**config.mk**
```make
export PLATFORM = sky130hd
export DESIGN_NAME = bus_decode_ctrl_flat
export DESIGN_NICKNAME = d
export VERILOG_FILES = /design/src/rtl/bus_decode_ctrl_if.sv /design/src/rtl/bus_decode_ctrl.sv /design/src/flat_wrapper.sv
export SDC_FILE = /design/constraint.sdc
export NUM_CORES = 1
export LEC_CHECK = 0
export ABC_AREA = 1
export BUFFER_PORTS_ARGS = -buffer_cell sky130_fd_sc_hd__buf_2
export CORE_MARGIN = 2
export CORE_UTILIZATION = 45
export DETAILED_ROUTE_END_ITERATION = 12
export PLACE_DENSITY = 0.72
export REMOVE_ABC_BUFFERS = 1
export SLEW_MARGIN = 0
export SYNTH_ARGS = -nofsm -noshare
export SYNTH_HDL_FRONTEND = slang
export SYNTH_SLANG_ARGS = --single-unit
```
**constraint.sdc**
```tcl
create_clock -name i_clk -period 3.16 [get_ports i_clk]
set_input_delay 0.158 -clock i_clk [delete_from_list [all_inputs] [get_ports i_clk]]
set_output_delay 0.158 -clock i_clk [all_outputs]
set_load 0.05 [all_outputs]
```
**src/rtl/bus_decode_ctrl_if.sv**
```systemverilog
// CPU-side bus bundle for bus_decode_ctrl: multiplexed address/data, strobes, and the
// decoded chip selects, READY and error flag returned to the CPU.
interface bus_decode_ctrl_if;
    logic        ale;
    logic        rd_n;
    logic        wr_n;
    logic        iom;
    logic [11:0] a;
    logic [7:0]  ad;
    logic [19:0] address;
    logic        cs_mem0;
    logic        cs_mem1;
    logic        cs_io0;
    logic        cs_io1;
    logic        ready;
    logic        bus_err;

    modport master (
        output ale, rd_n, wr_n, iom, a, ad,
        input  address, cs_mem0, cs_mem1, cs_io0, cs_io1, ready, bus_err
    );

    modport slave (
        input  ale, rd_n, wr_n, iom, a, ad,
        output address, cs_mem0, cs_mem1, cs_io0, cs_io1, ready, bus_err
    );
endinterface

```
**src/rtl/bus_decode_ctrl.sv**
```systemverilog
// Address latch, chip-select decode and wait-state sequencer for a multiplexed CPU bus.
// Optional sticky error flag is compiled in when BUS_DECODE_ERR_EN is defined.
//
// state  | meaning
// IDLE   | no cycle in progress, CS only shown while ALE is high
// ADDR   | address latched, waiting for a single RD or WR strobe
// WAIT   | wait states being inserted, READY low
// XFER   | data transfer, READY high until both strobes release
module bus_decode_ctrl #(
    parameter int unsigned MEM_WAIT = 0,
    parameter int unsigned IO_WAIT  = 2,
    parameter logic [15:0] IO0_BASE = 16'h1C00,
    parameter logic [15:0] IO1_BASE = 16'hFF00
) (
    input  logic             i_clk,
    input  logic             i_rst,
    bus_decode_ctrl_if.slave io_bus
);

    typedef enum logic [1:0] {
        S_IDLE = 2'd0,
        S_ADDR = 2'd1,
        S_WAIT = 2'd2,
        S_XFER = 2'd3
    } state_t;

    localparam logic [3:0] MEM_WAIT_C = 4'(MEM_WAIT);
    localparam logic [3:0] IO_WAIT_C  = 4'(IO_WAIT);

    state_t      r_state;
    state_t      w_state_nxt;
    logic [3:0]  r_cnt;
    logic [3:0]  w_cnt_nxt;
    logic [19:0] r_addr;
    logic        r_iom;

    logic        w_ale;
    logic        w_rd;
    logic        w_wr;
    logic        w_one_strobe;
    logic [19:0] w_addr;
    logic        w_iom;
    logic        w_sel_mem0;
    logic        w_sel_mem1;
    logic        w_sel_io0;
    logic        w_sel_io1;
    logic [3:0]  w_wait_load;
    logic        w_cs_en;

    // ALE is masked during reset so the outputs read as cleared immediately
    assign w_ale        = io_bus.ale & ~i_rst;
    assign w_rd         = ~io_bus.rd_n;
    assign w_wr         = ~io_bus.wr_n;
    assign w_one_strobe = w_rd ^ w_wr;

    always_ff @(posedge i_clk or posedge i_rst) begin
        if (i_rst) begin
            r_addr <= 20'h0;
            r_iom  <= 1'b0;
        end else if (w_ale) begin
            r_addr <= {io_bus.a, io_bus.ad};
            r_iom  <= io_bus.iom;
        end
    end

    assign w_addr      = w_ale ? {io_bus.a, io_bus.ad} : r_addr;
    assign w_iom       = w_ale ? io_bus.iom : r_iom;
    assign w_wait_load = w_iom ? IO_WAIT_C : MEM_WAIT_C;

    always_comb begin
        w_sel_mem0 = 1'b0;
        w_sel_mem1 = 1'b0;
        w_sel_io0  = 1'b0;
        w_sel_io1  = 1'b0;
        if (!w_iom) begin
            w_sel_mem0 = ~w_addr[19];
            w_sel_mem1 = w_addr[19];
        end else begin
            w_sel_io0 = (w_addr[15:4] == IO0_BASE[15:4]);
            // region 0 wins if both bases were configured equal, keeping selects one-hot
            w_sel_io1 = (w_addr[15:4] == IO1_BASE[15:4]) & ~w_sel_io0;
        end
    end

    always_ff @(posedge i_clk or posedge i_rst) begin
        if (i_rst) begin
            r_state <= S_IDLE;
            r_cnt   <= 4'd0;
        end else begin
            r_state <= w_state_nxt;
            r_cnt   <= w_cnt_nxt;
        end
    end

    always_comb begin
        w_state_nxt = r_state;
        w_cnt_nxt   = r_cnt;
        if (w_ale) begin
            w_state_nxt = S_ADDR;
            w_cnt_nxt   = 4'd0;
        end else begin
            case (r_state)
                S_IDLE: w_state_nxt = S_IDLE;
                S_ADDR: begin
                    if (w_one_strobe) begin
                        w_cnt_nxt   = w_wait_load;
                        w_state_nxt = (w_wait_load == 4'd0) ? S_XFER : S_WAIT;
                    end
                end
                S_WAIT: begin
                    if (r_cnt <= 4'd1) begin
                        w_cnt_nxt   = 4'd0;
                        w_state_nxt = S_XFER;
                    end else begin
                        w_cnt_nxt = r_cnt - 4'd1;
                    end
                end
                S_XFER: begin
                    if (!w_rd && !w_wr) begin
                        w_state_nxt = S_IDLE;
                    end
                end
                default: begin
                    w_state_nxt = S_IDLE;
                    w_cnt_nxt   = 4'd0;
                end
            endcase
        end
    end

    always_comb begin
        w_cs_en = (r_state != S_IDLE) | w_ale;
    end

    assign io_bus.address = w_addr;
    assign io_bus.cs_mem0 = w_sel_mem0 & w_cs_en;
    assign io_bus.cs_mem1 = w_sel_mem1 & w_cs_en;
    assign io_bus.cs_io0  = w_sel_io0 & w_cs_en;
    assign io_bus.cs_io1  = w_sel_io1 & w_cs_en;
    assign io_bus.ready   = (r_state != S_WAIT);

`ifdef BUS_DECODE_ERR_EN
    logic r_bus_err;
    logic w_mapped;
    logic w_err_set;

    assign w_mapped  = w_sel_mem0 | w_sel_mem1 | w_sel_io0 | w_sel_io1;
    assign w_err_set = (r_state == S_ADDR) && !w_ale &&
                       ((w_one_strobe && !w_mapped) || (w_rd && w_wr));

    always_ff @(posedge i_clk or posedge i_rst) begin
        if (i_rst) begin
            r_bus_err <= 1'b0;
        end else if (w_err_set) begin
            r_bus_err <= 1'b1;
        end
    end

    assign io_bus.bus_err = r_bus_err;
`else
    assign io_bus.bus_err = 1'b0;
`endif

endmodule

```
**src/flat_wrapper.sv**
```systemverilog
// flat-port wrapper written by rule: the top's interface ports become plain ports
module bus_decode_ctrl_flat 
#(
    parameter int unsigned MEM_WAIT = 0,
    parameter int unsigned IO_WAIT  = 2,
    parameter logic [15:0] IO0_BASE = 16'h1C00,
    parameter logic [15:0] IO1_BASE = 16'hFF00
)
  (i_clk, i_rst, io_bus_ale, io_bus_rd_n, io_bus_wr_n, io_bus_iom, io_bus_a, io_bus_ad, io_bus_address, io_bus_cs_mem0, io_bus_cs_mem1, io_bus_cs_io0, io_bus_cs_io1, io_bus_ready, io_bus_bus_err);
  bus_decode_ctrl_if io_bus_i ();
  input  logic i_clk;
  input  logic i_rst;
  input wire logic [$bits(io_bus_i.ale)-1:0] io_bus_ale;
  input wire logic [$bits(io_bus_i.rd_n)-1:0] io_bus_rd_n;
  input wire logic [$bits(io_bus_i.wr_n)-1:0] io_bus_wr_n;
  input wire logic [$bits(io_bus_i.iom)-1:0] io_bus_iom;
  input wire logic [$bits(io_bus_i.a)-1:0] io_bus_a;
  input wire logic [$bits(io_bus_i.ad)-1:0] io_bus_ad;
  output wire logic [$bits(io_bus_i.address)-1:0] io_bus_address;
  output wire logic [$bits(io_bus_i.cs_mem0)-1:0] io_bus_cs_mem0;
  output wire logic [$bits(io_bus_i.cs_mem1)-1:0] io_bus_cs_mem1;
  output wire logic [$bits(io_bus_i.cs_io0)-1:0] io_bus_cs_io0;
  output wire logic [$bits(io_bus_i.cs_io1)-1:0] io_bus_cs_io1;
  output wire logic [$bits(io_bus_i.ready)-1:0] io_bus_ready;
  output wire logic [$bits(io_bus_i.bus_err)-1:0] io_bus_bus_err;
  assign io_bus_i.ale = io_bus_ale;
  assign io_bus_i.rd_n = io_bus_rd_n;
  assign io_bus_i.wr_n = io_bus_wr_n;
  assign io_bus_i.iom = io_bus_iom;
  assign io_bus_i.a = io_bus_a;
  assign io_bus_i.ad = io_bus_ad;
  assign io_bus_address = io_bus_i.address;
  assign io_bus_cs_mem0 = io_bus_i.cs_mem0;
  assign io_bus_cs_mem1 = io_bus_i.cs_mem1;
  assign io_bus_cs_io0 = io_bus_i.cs_io0;
  assign io_bus_cs_io1 = io_bus_i.cs_io1;
  assign io_bus_ready = io_bus_i.ready;
  assign io_bus_bus_err = io_bus_i.bus_err;
  bus_decode_ctrl #(.MEM_WAIT(MEM_WAIT), .IO_WAIT(IO_WAIT), .IO0_BASE(IO0_BASE), .IO1_BASE(IO1_BASE)) u_core (.i_clk(i_clk), .i_rst(i_rst), .io_bus(io_bus_i));
endmodule
```
# == After elaboration in Yosys (flattened, before gate mapping) ==
# Index checks and enable logic that the tools add are counted.
# word_totals
regBits,27
input_bits,26
# op_classes
add_sub_neg,1
order_cmp,1
n_eq_ne,9
muxes,17
n_bitwise,13
n_reduce_logical,7
# ops
operator,n
20-bit two-way mux,1
"12-bit == test, second input constant",1
"12-bit by 9-bit == test with 1-bit output, second input constant",1
4-bit two-way mux,3
2-bit two-way mux,5
"3-bit by 1-bit inequality test with 1-bit output, second input constant",3
2-bit case mux with 4 select lines,1
4-bit case mux with 2 select lines,1
1-bit bitwise AND,6
1-bit two-way mux,6
1-bit NOT,5
"2-bit == test, second input constant",2
"4-bit by 1-bit <= comparator with 1-bit output, second input constant",1
4-bit zero test,1
"4-bit by 1-bit subtractor with 4-bit output, second input constant",1
3-bit AND reduction,1
3-bit nonzero test,1
"2-bit by 1-bit == test with 1-bit output, second input constant",1
2-bit zero test,1
"2-bit inequality test, second input constant",1
2-bit AND reduction,1
2-bit nonzero test,1
1-bit logical AND,1
1-bit OR,1
1-bit bitwise XOR,1

# == Logic depth before layout (Yosys ltp) ==
# Gate-level depths: netlist of the first run.
# depth
ltp_word,9
mapped_depth,9

# == Worst setup path after synthesis of the first run ==
# Ideal clock, no wire load.
# synth_timing
kind,input to output
from,in io_bus_ale
to,out io_bus_cs_mem0
t_arrival_ns,2.083
required_ns,3.002
path_slack_ns,0.919
stages,6
path_cell_list,buf_6 -> nand2_4 -> buf_2 -> nand2_1 -> nand2_1 -> nor3_1
# synth_between
elab_chain_len,5
word_cells_on_any_way,7
cone_classes,3 x mux; 4 x bitwise
# synth_lines
item,line_no,source
start: declaration,flat_wrapper.sv:13,input wire logic [$bits(io_bus_i.ale)-1:0] io_bus_ale;
1-bit bitwise AND,bus_decode_ctrl.sv:51,assign w_ale = io_bus.ale & ~i_rst;
20-bit two-way mux,n/a,
via io_bus_address[19],flat_wrapper.sv:19,output wire logic [$bits(io_bus_i.address)-1:0] io_bus_address;
1-bit NOT,bus_decode_ctrl.sv:76,w_sel_mem0 = ~w_addr[19];
1-bit two-way mux,bus_decode_ctrl.sv:75,if (!w_iom) begin
1-bit bitwise AND,bus_decode_ctrl.sv:136,assign io_bus.cs_mem0 = w_sel_mem0 & w_cs_en;
end: declaration,flat_wrapper.sv:20,output wire logic [$bits(io_bus_i.cs_mem0)-1:0] io_bus_cs_mem0;
# The timed path passes the listed nets, and every way through them passes these cells.

# == Worst setup path after layout of the first run ==
# layout_timing
from,in i_rst
to,out io_bus_cs_io0
# layout_between
elab_chain_len,6
word_cells_on_any_way,8
cone_classes,1 x eq/ne; 3 x mux; 4 x bitwise
# layout_lines
item,line_no,source
start: declaration,flat_wrapper.sv:12,input logic i_rst;
1-bit NOT (*),bus_decode_ctrl.sv:51,
1-bit bitwise AND (*),bus_decode_ctrl.sv:51,
20-bit two-way mux,n/a,
12-bit by 9-bit == test with 1-bit output,bus_decode_ctrl.sv:79,w_sel_io0 = (w_addr[15:4] == IO0_BASE[15:4]);
1-bit two-way mux,bus_decode_ctrl.sv:75,
1-bit bitwise AND (*),bus_decode_ctrl.sv:138,assign io_bus.cs_io0 = w_sel_io0 & w_cs_en;
end: declaration,flat_wrapper.sv:22,output wire logic [$bits(io_bus_i.cs_io0)-1:0] io_bus_cs_io0;
# Mark *: on every way between the ends. The rest lies on a longest branch, timed or not.

==> results of run 1 <==
-- worst max-delay path, cell delays in order --
cell	delay [ns]
dlygate4sd3_1	0.53
buf_2	0.15
inv_2	0.22
buf_4	0.36
nand3_1	0.12
nand2_1	0.12
nand2_1	0.07
nor2_1	0.10
nand3_1	0.08
nor2_1	0.09
buf_2	0.27
-- final timing paths --
kind,startpoint,to,slack (ns),cells after the start
worst max-delay path,i_rst,io_bus_cs_io0,0.72,11
worst min-delay path,io_bus_a[9],u_core.r_addr[17],0.05,3
worst max register to register,u_core.r_cnt[0],u_core.r_state[1],1.68,6
worst min register to register,u_core.r_addr[3],u_core.r_addr[3],0.49,2
max in group asynchronous,i_rst,u_core.r_addr[11],2.23,4
min in group asynchronous,i_rst,u_core.r_addr[7],0.35,3
-- per-stage QoR --
stage | total power, W | utilization, % | setup slack (ns) | area [um2] | std cells
floorplan | 0.0008599 | - | 0.5390 | 1438 | 192
global placement | 0.0009744 | 56.41 | 1.257 | 1750 | 287
detailed placement | 0.0009774 | 56.41 | 1.217 | 1750 | 287
CTS | 0.001125 | 57.58 | 0.6662 | 1787 | 292
global route | 0.001205 | 57.58 | 0.4991 | 1787 | 292
finish | 0.001109 | 57.58 | 0.7193 | 1787 | 292
-- flip-flops by register name, summed over array words and instances (netlist names) --
register	flops
u_core.r_iom	1
u_core.r_state	2
u_core.r_cnt	4
u_core.r_addr	20
-- synthesized netlist by cell type (all sizes together) --
library cell,count,area [um2]
a21o,1,7.510
a21oi,1,5.000
buf,5,40.04
clkbuf,1,13.76
conb,1,3.750
dfrtp,27,675.7
ha,7,87.58
inv,38,142.6
nand2,74,287.8
nand3,11,55.05
nand3b,4,30.03
nor2,16,70.07
nor3,1,5.000
o21ai,8,43.79
o22ai,1,6.260
xnor2,1,8.760
xor2,1,8.760
-- cell type report --
cell class	count	share of cell area (%)
flip-flops and latches	27	37.82
multi-input cells	127	34.66
repair buffers	52	14.99
inverters	38	7.983
well taps	44	3.081
clock buffers	4	1.471
-- routing by layer --
metal | GRT usage [%] | up-vias
met5 | 0 | -
li1 | - | 686
met2 | 27.22 | 35
met4 | 4.559 | 0
met3 | 2.521 | 2
met1 | 21.47 | 557
-- power by group through the flow --
stage               clock network [W]  registers (W)  logic, W
global placement                    0       0.000444  0.000531
detailed placement                  0       0.000445  0.000532
global route                 0.000165       0.000443  0.000596
finish                       0.000140       0.000438  0.000531
floorplan                           0       0.000438  0.000422
CTS                          0.000153       0.000438  0.000535
-- cells by family after synthesis --
| kind of cell | Yosys count |
|---|---|
| DFF | 27 |
| AOI/OAI and AO/OA | 11 |
| other | 1 |
| adders and majority gates | 7 |
| xor gates and xnor gates | 2 |
| buffers and inverters | 44 |
| and+or+nand+nor | 106 |
==> reports/results.md, run 1 <==
| Step | Result | Value |
|---|---|---|
| detailed routing | Routed length on met3 | 158 um |
| die | Row count | 20 |
| sta | Setup repair after global routing missed its margin | false |
| cts | Clock network latency to the later pin of the worst-skew pair | 0.31 ns |
| detailed routing | Post-detailed-route wirelength per cell | 9.592 um |
| layout | Commonest cells after routing, fill and taps aside | 72 x nand2_1, 50 x buf_2, 37 x inv_1, 27 x dfrtp_1, 14 x nor2_1 |
| cts | Clock transition at the registers of the reported paths | 0.13 ns |
| worst setup path | Required @ worst endpoint | 3.00 ns |
| cts | TritonCTS Buffers | 3 |
| power | IR drop worst, VDD | 0.3929 mV |
| detailed routing | Routed length on met1 | 1365 um |
| worst setup path | Crit path capture type | primary output |
| cts | Max clock buf depth | 2 |
| die | Die Ht | 61.57 um |
| sta | Total count of hold-check failures in the final report | 0 |
| detailed routing | Max layer used | met4 |
| layout | Sequential standard cell area | 675.6 um2 |
| layout | Multi-input gate area in the final layout | 619.3 um2 |
| sta | Ratio of final minimum period to clock period | 77.24% |
| sta | Clock period minus worst slack | 2.441 ns |
| synth | Number of flip-flops and latches in the synthesized netlist | 27 |
| global route | Via count of the first global-routing pass | 1104 |
| global route | Largest net degree at the start of global routing | 26 |
| detailed routing | Met2 wire length | 1243 um |
| power | Leakage | 1.071 nW |
| synth | Post-Syn Area per Cell | 7.532 um2 |
| worst hold path | Class of the tightest hold or removal check | in2reg |
| die | Chip Width | 61.57 um |
| synth | Dominant combinational cell family by area after synthesis | simple AND/OR/NAND/NOR gates |
| layout | Ratio of cells with drive above 1 in the final layout | 24.19% |
| cts | Post-CTS repair timing setup buffer count | 0 |
| global route | Antenna violations before repair | 0 |
| layout | Most frequent standard cell in the layout excluding fill and tap cells | nand2_1 |
| detailed routing | Routed wire length | 2801 um |
| global route | Total global routing overflow | 0 |
| detailed routing | First-pass iteration count of the detailed router | 4 |
| sta | Setup TNS | 0 ns |
| synth | Share of synthesized area occupied by flip-flops and latches | 45.30% |
| layout | Final #Nets | 282 |
| synth | Multiplexer fraction of the synthesized cell area | 0% |
| detailed routing | DRC errors left | 0 |
| job | Max-cap violations | 0 |
| synth | Synthesized-area fraction occupied by ao, oa, aoi and oai cells | 4.195% |
| power | Sequential fraction of design power | 39.5% |
| power | Switching part of the total power | 44.94% |
| worst setup path | Classification of the worst setup path | in2out |
| synth | Number of warning messages in the yosys log | 0 |
| synth | Adder-cell share of the synthesized area | 5.872% |
| detailed routing | Count of routing violations after the opening detailed-route iteration | 37 |
| run status | Status | finished clean |
| power | Combinational Power Share | 47.9% |
| cts | Hold Buf Count CTS | 1 |
| sta | Setup Viol. Count Final | 0 |
| worst setup path | Sort of element at the start of the critical path | input port |
| sta | Setup skew after layout | 0.005774 ns |
| die | Placeable core region | 3103 um2 |
| synth | Share of synthesized cell area in and, or, nand and nor gates | 30.03% |
| sta | Highest Clock Rate | 409.7 MHz |
| synth | Xor and xnor area share after synthesis | 1.174% |
| cts | Clock H-tree levels | 1 |
| synth | Yosys cell types | 26 |
| sta | Slew Limit Fails | 0 |
| global route | First-pass GRT wire length | 4574 um |
| power | Internal portion of total power | 0.0006106 W |
| detailed routing | Vias per cell | 4.384 |
| worst setup path | Worst-path maximum fanout | 25 |
| die | Top-Level Pins | 52 |
| cts | CTS root buf | clkbuf_4 |
| layout | Area growth from synthesis to layout | 19.80% |
| die | Area of the die | 3791 um2 |
| place | Routability congestion estimate from global placement | 0.8202 |
| synth | Gate Count Post-Synth | 198 |
| cts | TritonCTS Sinks | 27 |
| worst setup path | Arrival time of data at the critical path endpoint | 2.28 ns |
| global route | GRT Util Overall | 16.11% |
| detailed routing | Detail Route Antenna Nets | 0 |
| layout | Count of filler cells inserted in the layout | 314 |
| cts | Cells resized by post-CTS repair | 0 |
| die | Starting utilization of the core area | 48.06% |
| power | Power Density | 620.6 nW/um2 |
| cts | CTS tree | yes |
| layout | Antenna cells | 0 |
| place | # port buffers | 50 |
| place | Detail Placement HPWL | 2109 um |
| detailed routing | Total via count in the routed design | 1280 |
| power | Power share of the clock group | 12.6% |
| power | Total net switching power | 0.0004983 W |
| synth | Cell area after synthesis | 1491 um2 |
| sta | Worst hold slack after final layout | 0.05092 ns |
(Power assumes the default switching activity.)
==> run 2, diff against run 1 <==
==> constraint.sdc (replaced) <==
create_clock -name i_clk -period 2.55 [get_ports i_clk]
set_input_delay 0.1275 -clock i_clk [delete_from_list [all_inputs] [get_ports i_clk]]
set_output_delay 0.1275 -clock i_clk [all_outputs]
set_load 0.05 [all_outputs]
==> reports/results.md, run 2 (synthesis gave the netlist of run 1 again) <==
| Step | Result | Value | Change |
|---|---|---|---|
| sta | Setup Viol. Count Final | 0 | unchanged |
| detailed routing | Vias per cell | 4.351 | -0.74% |
| cts | Max clock buf depth | 2 | unchanged |
| layout | Reg with most FFs | u_core.r_addr |  |
| global route | Antenna violations before repair | 0 | unchanged |
| layout | Count of placed standard cells in the final layout, fillers left out | 299 | +2.4% |
| power | Internal portion of total power | 0.0007617 W | +25% |
| place | Detail Placement HPWL | 2198 um | +4.2% |
| sta | Clock period minus worst slack | 2.274 ns |  |
| global route | GRT Util Overall | 17.08% | +0.97 points |
| die | Row count | 20 | unchanged |
| layout | Max reg flops | 20 | unchanged |
| cts | TritonCTS Sinks | 27 | unchanged |
| worst hold path | Hold path depth | 3 | unchanged |
| power | Sequential fraction of design power | 38.9% | -0.6 points |
| job | Max-cap violations | 0 | unchanged |
| die | Placeable core region | 3103 um2 | unchanged |
| layout | Final #Nets | 289 | +2.5% |
| power | Power Density | 752.0 nW/um2 | +21% |
| layout | Commonest cells after routing, fill and taps aside | 72 x nand2_1, 50 x buf_2, 37 x inv_1, 27 x dfrtp_1, 14 x nor2_1 |  |
| place | Routability congestion estimate from global placement | 0.8714 | +6.2% |
| die | Chip Width | 61.57 um | unchanged |
| die | Die Ht | 61.57 um | unchanged |
| sta | Setup skew after layout | 0.001687 ns | -0.004087 ns |
| detailed routing | Routed wire length | 2945 um | +5.1% |
| global route | Total global routing overflow | 0 | unchanged |
| power | Leakage | 1.104 nW | +3.0% |
| cts | CTS tree | yes |  |
| worst setup path | Worst r2r path cells | 6 | unchanged |
| layout | Area growth from synthesis to layout | 24.41% |  |
| layout | Biggest registers after layout | u_core.r_addr: 20 flops, u_core.r_cnt: 4 flops, u_core.r_state: 2 flops |  |
| power | Switching part of the total power | 45.41% | +0.48 points |
| global route | Largest net degree at the start of global routing | 24 | -7.7% |
| cts | Cells resized by post-CTS repair | 0 | unchanged |
| layout | Antenna cells | 0 | unchanged |
| worst setup path | Sort of element at the start of the critical path | input port |  |
| layout | Most frequent standard cell in the layout excluding fill and tap cells | nand2_1 |  |
| layout | Count of filler cells inserted in the layout | 323 | +2.9% |
| detailed routing | Count of routing violations after the opening detailed-route iteration | 34 | -8.1% |
| detailed routing | First-pass iteration count of the detailed router | 4 | unchanged |
| layout | Final non-filler cell area | 1856 um2 | +3.9% |
| detailed routing | Total via count in the routed design | 1301 | +1.6% |
| power | Total net switching power | 0.0006336 W | +27% |
| sta | Total count of hold-check failures in the final report | 0 | unchanged |
| cts | CTS root buf | clkbuf_4 |  |
| worst setup path | Classification of the worst setup path | in2out |  |
| power | Combinational Power Share | 48.0% | about the same |
| detailed routing | DRC errors left | 0 | unchanged |
| place | Cell area reported after detailed placement | 1758 um2 | +0.43% |
| sta | Slew Limit Fails | 0 | unchanged |
| power | IR drop worst, VDD | 0.5033 mV | +28% |
| run status | Status | finished clean |  |
| worst setup path | Worst-path maximum fanout | 14 | -44% |
| die | Top-Level Pins | 52 | unchanged |
| detailed routing | Post-detailed-route wirelength per cell | 9.849 um | +2.7% |
| cts | Clock H-tree levels | 1 | unchanged |
| place | Placed cells | 288 | +0.35% |
| sta | Ratio of final minimum period to clock period | 89.19% |  |
| power | Power share of the clock group | 13.1% | +0.5 points |
| cts | Clock network latency to the later pin of the worst-skew pair | 0.32 ns | about the same |
| die | Starting utilization of the core area | 48.06% | unchanged |
| layout | Utilization after layout | 59.80% | +2.2 points |
| place | # port buffers | 50 | unchanged |
| cts | Clock transition at the registers of the reported paths | 0.14 ns | about the same |
| cts | TritonCTS Buffers | 3 | unchanged |
| worst setup path | Arrival time of data at the critical path endpoint | 2.15 ns | -0.13 ns |
| detailed routing | Detail Route Antenna Nets | 0 | unchanged |
| worst hold path | Class of the tightest hold or removal check | in2reg |  |
| die | Area of the die | 3791 um2 | unchanged |
| global route | First-pass GRT wire length | 4705 um | +2.9% |
| sta | Setup TNS | 0 ns | unchanged |
| layout | Ratio of cells with drive above 1 in the final layout | 24.31% | +0.12 points |
| sta | Setup repair after global routing missed its margin | false |  |
| worst setup path | Crit path capture type | primary output |  |
| worst setup path | Required @ worst endpoint | 2.42 ns | -0.58 ns |
| global route | Via count of the first global-routing pass | 1103 | -0.091% |
| sta | Worst hold slack after final layout | 0.01930 ns | -0.03162 ns |
| sta | Highest Clock Rate | 439.7 MHz |  |
==> run 2: area by class of cell <==
| cell class | count | area [um2] | share of cell area [%] |
|---|---|---|---|
| clock inverter | 1 | 5.005 | 0.2697 |
| tap | 44 | 55.05 | 2.967 |
| timing repair buffer | 59 | 335.3 | 18.07 |
| sequential | 27 | 675.6 | 36.41 |
| multi-input combinational | 127 | 619.3 | 33.38 |
| clock buffer | 3 | 22.52 | 1.214 |
| inverter | 38 | 142.6 | 7.687 |
==> run 2: power groups by stage <==
| stage | logic [W] | registers (W) | clock network (W) |
|---|---|---|---|
| after detailed placement | 0.000665 | 0.000551 | 0 |
| final | 0.000670 | 0.000543 | 0.000182 |
| after global routing | 0.000750 | 0.000553 | 0.000208 |
| after global placement | 0.000658 | 0.000550 | 0 |
| after CTS | 0.000675 | 0.000543 | 0.000195 |
| after floorplan | 0.000523 | 0.000543 | 0 |
==> run 2: path summary, 6_finish.rpt <==
kind                                     end              from  slack [ns]
max                            io_bus_cs_io0             i_rst        0.28
min                         u_core.r_addr[2]      io_bus_ad[2]        0.02
max reg2reg                u_core.r_state[1]   u_core.r_cnt[0]        1.05
min reg2reg                 u_core.r_addr[2]  u_core.r_addr[2]        0.49
max in group asynchronous  u_core.r_addr[15]             i_rst        1.77
min in group asynchronous   u_core.r_addr[7]             i_rst        0.32
==> run 2: per-layer routing <==
layer	GRT usage [%]	up-vias	wire (um)
met2	27.52	34	1336
met5	0	-	0
met4	7.295	0	41
li1	-	696	-
met3	2.731	4	155
met1	22.78	567	1411
==> run 2: stage by stage <==
step / power (W) / setup slack [ns]
floorplan: 0.001066 / -0.01001
global placement: 0.001208 / 0.7849
detailed placement: 0.001216 / 0.7836
CTS: 0.001412 / 0.2293
global route: 0.001511 / 0.07069
finish: 0.001395 / 0.2756
==> run 2: repair_timing <==
item                                   CTS  global route
endpoints found under the hold margin   13             0
hold buffers                             7             0
buffers inserted                         0             0
==> run 2: worst max-delay path, stage by stage <==
cell and delay (ns):
dlygate4sd3_1 0.54, buf_2 0.15, inv_2 0.23, buf_4 0.27, nand3_1 0.09, nand2_1 0.12, nand2_1 0.08, nor2_1 0.10
nand3_1 0.08, nor2_1 0.08, buf_2 0.26
